### config.mk
export PLATFORM = sky130hd
export DESIGN_NAME = char_rotator
export DESIGN_NICKNAME = d
export VERILOG_FILES = /design/src/rtl/char_pkg.sv /design/src/rtl/tick_gen.sv /design/src/rtl/char_rotator.sv
export SDC_FILE = /design/constraint.sdc
export NUM_CORES = 1
export LEC_CHECK = 0
export CORE_UTILIZATION = 50
export CTS_CLUSTER_DIAMETER = 150
export DETAILED_ROUTE_END_ITERATION = 8
export HOLD_SLACK_MARGIN = 0.1
export PLACE_DENSITY_LB_ADDON = 0.05
export REMOVE_ABC_BUFFERS = 1
export SLEW_MARGIN = 20
export SYNTH_ARGS = -nofsm -noshare
export SYNTH_HDL_FRONTEND = slang
export SYNTH_SLANG_ARGS = --single-unit
export TNS_END_PERCENT = 10
### constraint.sdc
create_clock -name CLOCK_50 -period 2.17 [get_ports CLOCK_50]
set_input_delay 0.434 -clock CLOCK_50 [delete_from_list [all_inputs] [get_ports CLOCK_50]]
set_output_delay 0.434 -clock CLOCK_50 [all_outputs]
set_load 0.01 [all_outputs]
### src/rtl/char_pkg.sv
// Shared character codes, rotator state encoding and word/offset helpers.
package char_pkg;

  localparam logic [1:0] CH_D = 2'b00;
  localparam logic [1:0] CH_E = 2'b01;
  localparam logic [1:0] CH_1 = 2'b10;
  localparam logic [1:0] CH_0 = 2'b11;

  localparam logic [7:0] RESET_WORD = {CH_D, CH_E, CH_1, CH_0};

  typedef enum logic [1:0] {
    IDLE = 2'd0,
    RUN  = 2'd1,
    HOLD = 2'd2
  } state_e;

  // Output slot i takes pattern slot (i - off) mod 4: a left rotate by 2*off bits.
  function automatic logic [7:0] rotate_word(input logic [7:0] w, input logic [1:0] off);
    logic [7:0] r;
    case (off)
      2'd0:    r = w;
      2'd1:    r = {w[5:0], w[7:6]};
      2'd2:    r = {w[3:0], w[7:4]};
      default: r = {w[1:0], w[7:2]};
    endcase
    return r;
  endfunction

  function automatic logic [1:0] next_offset(input logic [1:0] off, input logic dir);
    return dir ? (off - 2'd1) : (off + 2'd1);
  endfunction

endpackage

### src/rtl/tick_gen.sv
// Free-running prescaler: tick_o is high for the cycle the count sits at TICK_DIV-1.
module tick_gen #(
  parameter int unsigned TICK_DIV = 50000000,
  parameter int unsigned CNT_W    = 26
) (
  input  logic clk,
  input  logic rst_n,
  input  logic clr_i,
  output logic tick_o
);

  localparam logic [CNT_W-1:0] LAST = CNT_W'(TICK_DIV - 1);

  logic [CNT_W-1:0] cnt_q, cnt_d;
  logic             tick_q, tick_d;

  // tick is registered alongside the count so it tracks cnt_q == LAST exactly
  always_comb begin
    cnt_d  = (cnt_q == LAST) ? '0 : cnt_q + CNT_W'(1);
    if (clr_i) cnt_d = '0;
    tick_d = (cnt_d == LAST);
  end

  always_ff @(posedge clk or negedge rst_n) begin
    if (!rst_n) begin
      cnt_q  <= '0;
      tick_q <= 1'b0;
    end else begin
      cnt_q  <= cnt_d;
      tick_q <= tick_d;
    end
  end

  assign tick_o = tick_q;

endmodule

### src/rtl/char_rotator.sv
// Scrolls a 4-character word across four display positions at the prescaled rate.
// Optional HOLD-state single-step button enabled by CHAR_ROTATOR_STEP_EN.
module char_rotator
  import char_pkg::*;
#(
  parameter int unsigned TICK_DIV = 50000000,
  parameter int unsigned CNT_W    = 26
) (
  input  logic       CLOCK_50,
  input  logic       KEY0,
  input  logic [7:0] chars_in,
  input  logic       load,
  input  logic       run,
  input  logic       dir,
  input  logic       step,
  output logic [7:0] pos_out,
  output logic [1:0] offset,
  output logic       tick
);

  state_e     state_q, state_d;
  logic [7:0] pattern_q, pattern_d;
  logic [1:0] offset_q, offset_d;
  logic [7:0] pos_out_q, pos_out_d;
  logic       tick_clr_c;
  logic       step_press_c;

  tick_gen #(
    .TICK_DIV (TICK_DIV),
    .CNT_W    (CNT_W)
  ) u_tick_gen (
    .clk    (CLOCK_50),
    .rst_n  (KEY0),
    .clr_i  (tick_clr_c),
    .tick_o (tick)
  );

`ifdef CHAR_ROTATOR_STEP_EN
  logic [1:0] step_sync_q;
  logic       step_prev_q;

  // Button idles high; a press is a synchronised high-to-low transition.
  always_ff @(posedge CLOCK_50 or negedge KEY0) begin
    if (!KEY0) begin
      step_sync_q <= 2'b11;
      step_prev_q <= 1'b1;
    end else begin
      step_sync_q <= {step_sync_q[0], step};
      step_prev_q <= step_sync_q[1];
    end
  end

  assign step_press_c = step_prev_q & ~step_sync_q[1];
`else
  logic step_unused;
  assign step_unused  = step;
  assign step_press_c = 1'b0;
`endif

  always_comb begin
    state_d    = state_q;
    pattern_d  = pattern_q;
    offset_d   = offset_q;
    tick_clr_c = 1'b0;
    pos_out_d  = rotate_word(pattern_q, offset_q);
    if (load) begin
      state_d    = HOLD;
      pattern_d  = chars_in;
      offset_d   = 2'd0;
      tick_clr_c = 1'b1;
    end else begin
      case (state_q)
        IDLE: begin
          offset_d = 2'd0;
          if (run) state_d = RUN;
        end
        HOLD: begin
          if (run) state_d = RUN;
          if (step_press_c) offset_d = next_offset(offset_q, dir);
        end
        RUN: begin
          // run is checked before tick, so a falling run swallows a coincident tick
          if (!run)      state_d  = HOLD;
          else if (tick) offset_d = next_offset(offset_q, dir);
        end
        default: state_d = IDLE;
      endcase
    end
  end

  always_ff @(posedge CLOCK_50 or negedge KEY0) begin
    if (!KEY0) begin
      state_q   <= IDLE;
      pattern_q <= RESET_WORD;
      offset_q  <= 2'd0;
      pos_out_q <= RESET_WORD;
    end else begin
      state_q   <= state_d;
      pattern_q <= pattern_d;
      offset_q  <= offset_d;
      pos_out_q <= pos_out_d;
    end
  end

  assign pos_out = pos_out_q;
  assign offset  = offset_q;

endmodule
; ---- After elaboration in Yosys (flattened, before gate mapping)
; Cells that the tools add are included.
[word_totals]
reg_bits = 47
latch_bits = 0
ram_bits = 0
mem_bits_ro = 0
in_bits = 14
out_inout_bits = 11
wordCells = 38
memories = 0
[classes]
n_addsub = 3
multipliers = 0
div = 0
order_cmp = 0
n_eq_ne = 10
shifts = 0
muxes = 13
n_bitwise = 0
n_reduce_logical = 6
[ops]
columns = op, count
row1 = "26-bit equality test, second input constant", 2
row2 = 26-bit 2-to-1 mux, 2
row3 = "26-bit by 1-bit adder with 26-bit output, second input constant", 1
row4 = 8-bit case mux with 3 select lines, 1
row5 = 2-bit 2-to-1 mux, 7
row6 = 2-bit case mux with 2 select lines, 2
row7 = "3-bit != test, second input constant", 2
row8 = "2-bit by 1-bit equality test with 1-bit output, second input constant", 2
row9 = "2-bit equality test, second input constant", 2
row10 = 2-bit logical NOT, 2
row11 = "3-bit by 1-bit != test with 1-bit output, second input constant", 1
row12 = "3-bit by 2-bit != test with 1-bit output, second input constant", 1
row13 = 3-bit AND reduction, 1
row14 = 3-bit nonzero test, 1
row15 = "2-bit by 1-bit adder with 2-bit output, second input constant", 1
row16 = 2-bit AND reduction, 1
row17 = 2-bit OR reduction, 1
row18 = "2-bit by 1-bit subtractor with 2-bit output, second input constant", 1
row19 = 1-bit 2-to-1 mux, 1

; ---- Longest topological paths before layout
; Gate-level depths: netlist (run 1).
[logic_depth]
word_depth = 6
mapped_depth = 8
ltp_nobuf = 7

; ---- Cells and area by module
; Synthesis (run 1) repeated with hierarchy kept, for this count alone.
[hier_totals]
hier_cells = 244
area_unflattened_um2 = 2446.1
[modules_own_cells]
columns = module, n_inst, cells_per_inst, area_per_inst_um2, seq_area_each_um2
row1 = tick_gen, 1, 161, 1508.9, 675.6
row2 = char_rotator, 1, 83, 937.1, 510.5

; ---- Worst setup path before layout (run 1)
; No wires, ideal clock.
[synth_timing]
path_kind = register to register
startpoint = reg u_tick_gen.cnt_q[0]
endpoint = reg u_tick_gen.tick_q, in the netlist u_tick_gen.tick_o
setup_time_ps = 80
arrival_ps = 2235
required_time_ps = 2090
path_slack_ps = -145
path_stages_with_launch = 9
path_buffers = 1
synth_period_minus_slack_ps = 2315
cell_sequence = dfrtp_1 > ha_1 > nand3_1 > or4_1 > buf_2 > or3_1 > a22oi_1 > nand4_1 > nor3_2
[synth_via]
elab_chain_len = 4
word_cells_on_any_way = 5
classes_between = add/sub (1) / eq/ne (2) / mux (2)
[synth_rtl]
columns = element, line
row1 = start: declaration, tick_gen.sv:14  ; logic [CNT_W-1:0] cnt_q, cnt_d;
row2 = start signal: assignment, tick_gen.sv:29  ; cnt_q <= cnt_d;
row3 = 26-bit by 1-bit adder with 26-bit output or 26-bit equality test (tied branches), tick_gen.sv:19  ; cnt_d = (cnt_q == LAST) ? '0 : cnt_q + CNT_W'(1);
row4 = 26-bit 2-to-1 mux *, tick_gen.sv:19
row5 = 26-bit 2-to-1 mux *, tick_gen.sv:20  ; if (clr_i) cnt_d = '0;
row6 = 26-bit equality test *, tick_gen.sv:21  ; tick_d = (cnt_d == LAST);
row7 = net u_tick_gen.tick_d, tick_gen.sv:15  ; logic tick_q, tick_d;
row8 = end signal: assignment, tick_gen.sv:30  ; tick_q <= tick_d;
row9 = end: declaration, tick_gen.sv:15
; The timed path passes the listed nets; every way through them passes the cells marked *.
; A chain may end at the register's enable or synchronous reset.

; ---- Worst setup path after layout (run 1)
; Same ends and word-level chain as after synthesis.

==> run_results.csv, run 1 <==
group,metric,value,unit
floorplanning,core,0.00475,sq mm
floorplanning,ios,25,
synthesis,synth_seq_area_share,47.5,%
synthesis,async_flop_share,100,%
routing,wl_per_cell,14.5,um
place,pre_cts_slack,-0.0599,ns
routing,vias,2108,
clocking,cts_buffers,5,
cells_and_area,insertedDiodeCount,0,
floorplanning,row_count,25,
timing,fin_tns_setup,-0.0114,ns
timing,fin_crit_sh,101,%
routing,first_pass_iters,4,
timing,slew_headroom,64.5,%
place,post_dp_cell_area,0.00299,sq mm
cells_and_area,most-common-layout-cells,"39 x dfrtp_1, 31 x nor2_1, 30 x buf_4",
critical_path,worstSetupEndpointType,"flop",
timing,timing.final.ws_setup,-0.0114,ns
power,power.switching,414,uW
critical_path,max_stage_delay,0.55,ns
critical_path,path_buf_inv,0,
cells_and_area,n_fill_cell,393,
critical_path,r2r_end,"u_tick_gen.tick_o",
place,gp_congestion,0.870,
floorplanning,die_height,72.6,um
critical_path,cp_max_fo,2,
global_routing,grtUsageMet1,27.2,%
synthesis,syn_area,0.00249,sq mm
routing,drc,0,
job,cap_viol_max_count,0,
global_routing,met2_usage,39.3,%
clocking,cts_tree,"built",
global_routing,grt_remaining_overflow,0,
place,dp_cells,368,
routing,vias_per_cell,5.58,
global_routing,grt_max_degree,26,
power,p_comb_share,9.3,%
power,p_per_area,557,mW/mm^2
clocking,root_buffer,"clkbuf_8",
place,dp_hpwl,3960,um
floorplanning,fp.dieArea,0.00528,sq mm
synthesis,ys_types,40,
cells_and_area,fin_util,66.6,%
critical_path,worstSetupPathType,"flop to flop",
power,internal_power,1.35,mW
run_status,outcome,"complete, but fails checks",
synthesis,netlist_instances,261,
synthesis,syn_avg_cell_area,9.56,sq um
critical_path,reg2reg_depth,7,
global_routing,antenna_found_initial,0,
clocking,insertion_delay,0.31,ns
global_routing,use_met3,4.42,%
cells_and_area,mostFrequentLayoutCell,"dfrtp_1",
timing,drv_slew,0,
cells_and_area,stdcell_count,378,
critical_path,crit_arrival,2.40,ns
cells_and_area,design_area,0.00316,sq mm
cells_and_area,areaGrowthSynthToFinish,26.8,%
cells_and_area,nets,329,
critical_path,cp-start-kind,"flop",
clocking,holdBufCountCts,0,
power,ir_worst_vdd,0.456,mV
critical_path,reg2reg_from,"u_tick_gen.cnt_q[0]",
timing,hold_ws,0.0884,ns
critical_path,crit_chain,"ha_2 -> nand3_4 -> or4_4 -> or3_4 -> a22oi_2 -> nand4_1 -> nor3_2",
timing,timing.final.crit_period,2.18,ns
global_routing,gr-max-usage-layer,"met2",
clocking,clk_pin_slew_worst_paths,0.09,ns
power,seq_power_share,53.6,%
clocking,h-tree-depth,2,
clocking,clock-sinks,47,
run_status,violations,"setup timing",
power,clockPowerShare,37.1,%
critical_path,worstPathRequired,2.39,ns
timing,finClkSkew,0.00918,ns
routing,antenna_left,0,
clocking,clk_path_buf_depth,2,
power,power.total,1.76,mW
hold_path,hp-class,"input port to async pin",
floorplanning,die_w,72.6,um
floorplanning,initial_core_util,52.5,%
timing,fmax,458,MHz
power,p_leak,1.28,nW
critical_path,r2r_slack,-0.01,ns
synthesis,synth_seq_cells,47,
timing,tightest_slew,0.533,ns
place,port_buffers,23,
global_routing,grt_pass1_wl,8980,um
synthesis,synth_ff_type,"dfrtp_1",
timing,rsz0062_at_grt,"true",
routing,drt-initial-drc-count,134,
routing,routed_wl,5480,um
power,p_sw_share,23.5,%
critical_path,worst_path_max_delay_cell,"or4_4",
timing,setup_viol,1,
synthesis,yosysWarnings,0,
global_routing,grt_pass1_vias,1995,
critical_path,critical_path.top_delay_family,"simple AND/OR/NAND/NOR gates",
global_routing,grt.total_usage,22.3,%
timing,hold_viol_final,0,
synthesis,synth_enable_flop_cells,0,
cells_and_area,drive_gt1_share,21.5,%
## cells in the mapped netlist (2+ instances only)
master / number / area [sq um]
a21oi_1: 11 / 55.1
a222oi_1: 8 / 80.1
a22oi_1: 3 / 22.5
a31o_2: 2 / 17.5
buf_2: 3 / 15.0
clkbuf_1: 10 / 37.5
dfrtp_1: 39 / 976
dfstp_2: 8 / 210
ha_1: 5 / 62.6
inv_1: 14 / 52.6
mux2i_1: 9 / 90.1
nand2_1: 23 / 86.3
nand2b_1: 4 / 25.0
nand3_1: 6 / 30.0
nand3b_1: 2 / 15.0
nand4_1: 10 / 62.6
nand4b_1: 2 / 17.5
nor2_1: 31 / 116
nor3_1: 4 / 20.0
nor4_1: 4 / 25.0
o21ai_0: 17 / 85.1
o21bai_1: 2 / 15.0
or3_1: 5 / 31.3
or3_2: 2 / 15.0
or4_1: 4 / 30.0
xnor2_1: 12 / 105
xor2_1: 8 / 70.1
## power groups by stage
stage               sequential [mW]  combinational [mW]  clock (mW)
detailed placement            0.959               0.163           0
global route                  0.948               0.183       0.694
finish                        0.944               0.164       0.654
CTS                           0.943               0.164       0.670
floorplan                     0.963              0.0553           0
global placement              0.957               0.161           0
## metal layers
metal  share of wire [%]  routed length, um
met1                  44               2420
met2                  50               2760
met3                 3.6                197
met4                 1.8                100
met5                   0                  0
## cell families (layout without fill, tap and decap cells)
family / count (synthesis) / after routing / synth area share [%]
compound gates: 44 / 44 / 11.3
xor+xnor: 20 / 20 / 7.02
fa+ha+maj: 5 / 5 / 2.51
buf+inv: 27 / 77 / 4.21
flops: 47 / 47 / 47.5
mux: 10 / 10 / 4.06
simple gates: 108 / 108 / 23.3
## layout make-up
cell class	instances	area, sq um	area share, %
multi-input cells	187	1250	39.4
flip-flops and latches	47	1190	37.5
repair buffers	55	482	15.2
well taps	67	83.8	2.65
clock buffers	5	68.8	2.17
inverters	14	52.6	1.66
clock inverters	3	43.8	1.38
## worst max-delay path by stage
stage	startpoint	endpoint	slack, ns	depth (start not counted)
floorplan	u_tick_gen.cnt_q[0]	u_tick_gen.tick_o	-0.15	7
global placement	u_tick_gen.cnt_q[0]	u_tick_gen.tick_o	-0.02	7
detailed placement	u_tick_gen.cnt_q[0]	u_tick_gen.tick_o	-0.06	8
CTS	u_tick_gen.cnt_q[13]	u_tick_gen.tick_o	0.01	6
global route	u_tick_gen.cnt_q[0]	u_tick_gen.tick_o	-0.07	7
finish	u_tick_gen.cnt_q[0]	u_tick_gen.tick_o	-0.01	7
## sequential cells by signal, indices dropped and copies added (netlist names)
| signal | cells |
|---|---|
| pos_out | 8 |
| u_tick_gen.cnt_q | 26 |
| u_tick_gen.tick_o | 1 |
| pattern_q | 8 |
| state_q | 2 |
| offset | 2 |
## what timing repair did
action	CTS	global route
setup buffers	0	2
cloned	0	0
gates resized for setup	5	6
pin swaps	4	6
setup endpoints to repair	1	1
No activity file was read; power rests on OpenSTA's default activity.
==> run 2, diff against run 1 <==
--- a/config.mk
+++ b/config.mk
@@ -6,7 +6,6 @@
 export NUM_CORES = 1
 export LEC_CHECK = 0
 export CORE_UTILIZATION = 50
-export CTS_CLUSTER_DIAMETER = 150
 export DETAILED_ROUTE_END_ITERATION = 8
 export HOLD_SLACK_MARGIN = 0.1
 export PLACE_DENSITY_LB_ADDON = 0.05
==> results of run 2 <==
No change in the layout: final DEF, timing and power equal those of run 1.
==> run 3, diff against run 2 <==
--- a/config.mk
+++ b/config.mk
@@ -5,8 +5,10 @@
 export SDC_FILE = /design/constraint.sdc
 export NUM_CORES = 1
 export LEC_CHECK = 0
+export ABC_CLOCK_PERIOD_IN_PS = 2170
 export CORE_UTILIZATION = 50
 export DETAILED_ROUTE_END_ITERATION = 8
+export GPL_ROUTABILITY_DRIVEN = 0
 export HOLD_SLACK_MARGIN = 0.1
 export PLACE_DENSITY_LB_ADDON = 0.05
 export REMOVE_ABC_BUFFERS = 1
==> results of run 3 <==
No change in the layout: final DEF, timing and power equal those of run 1.
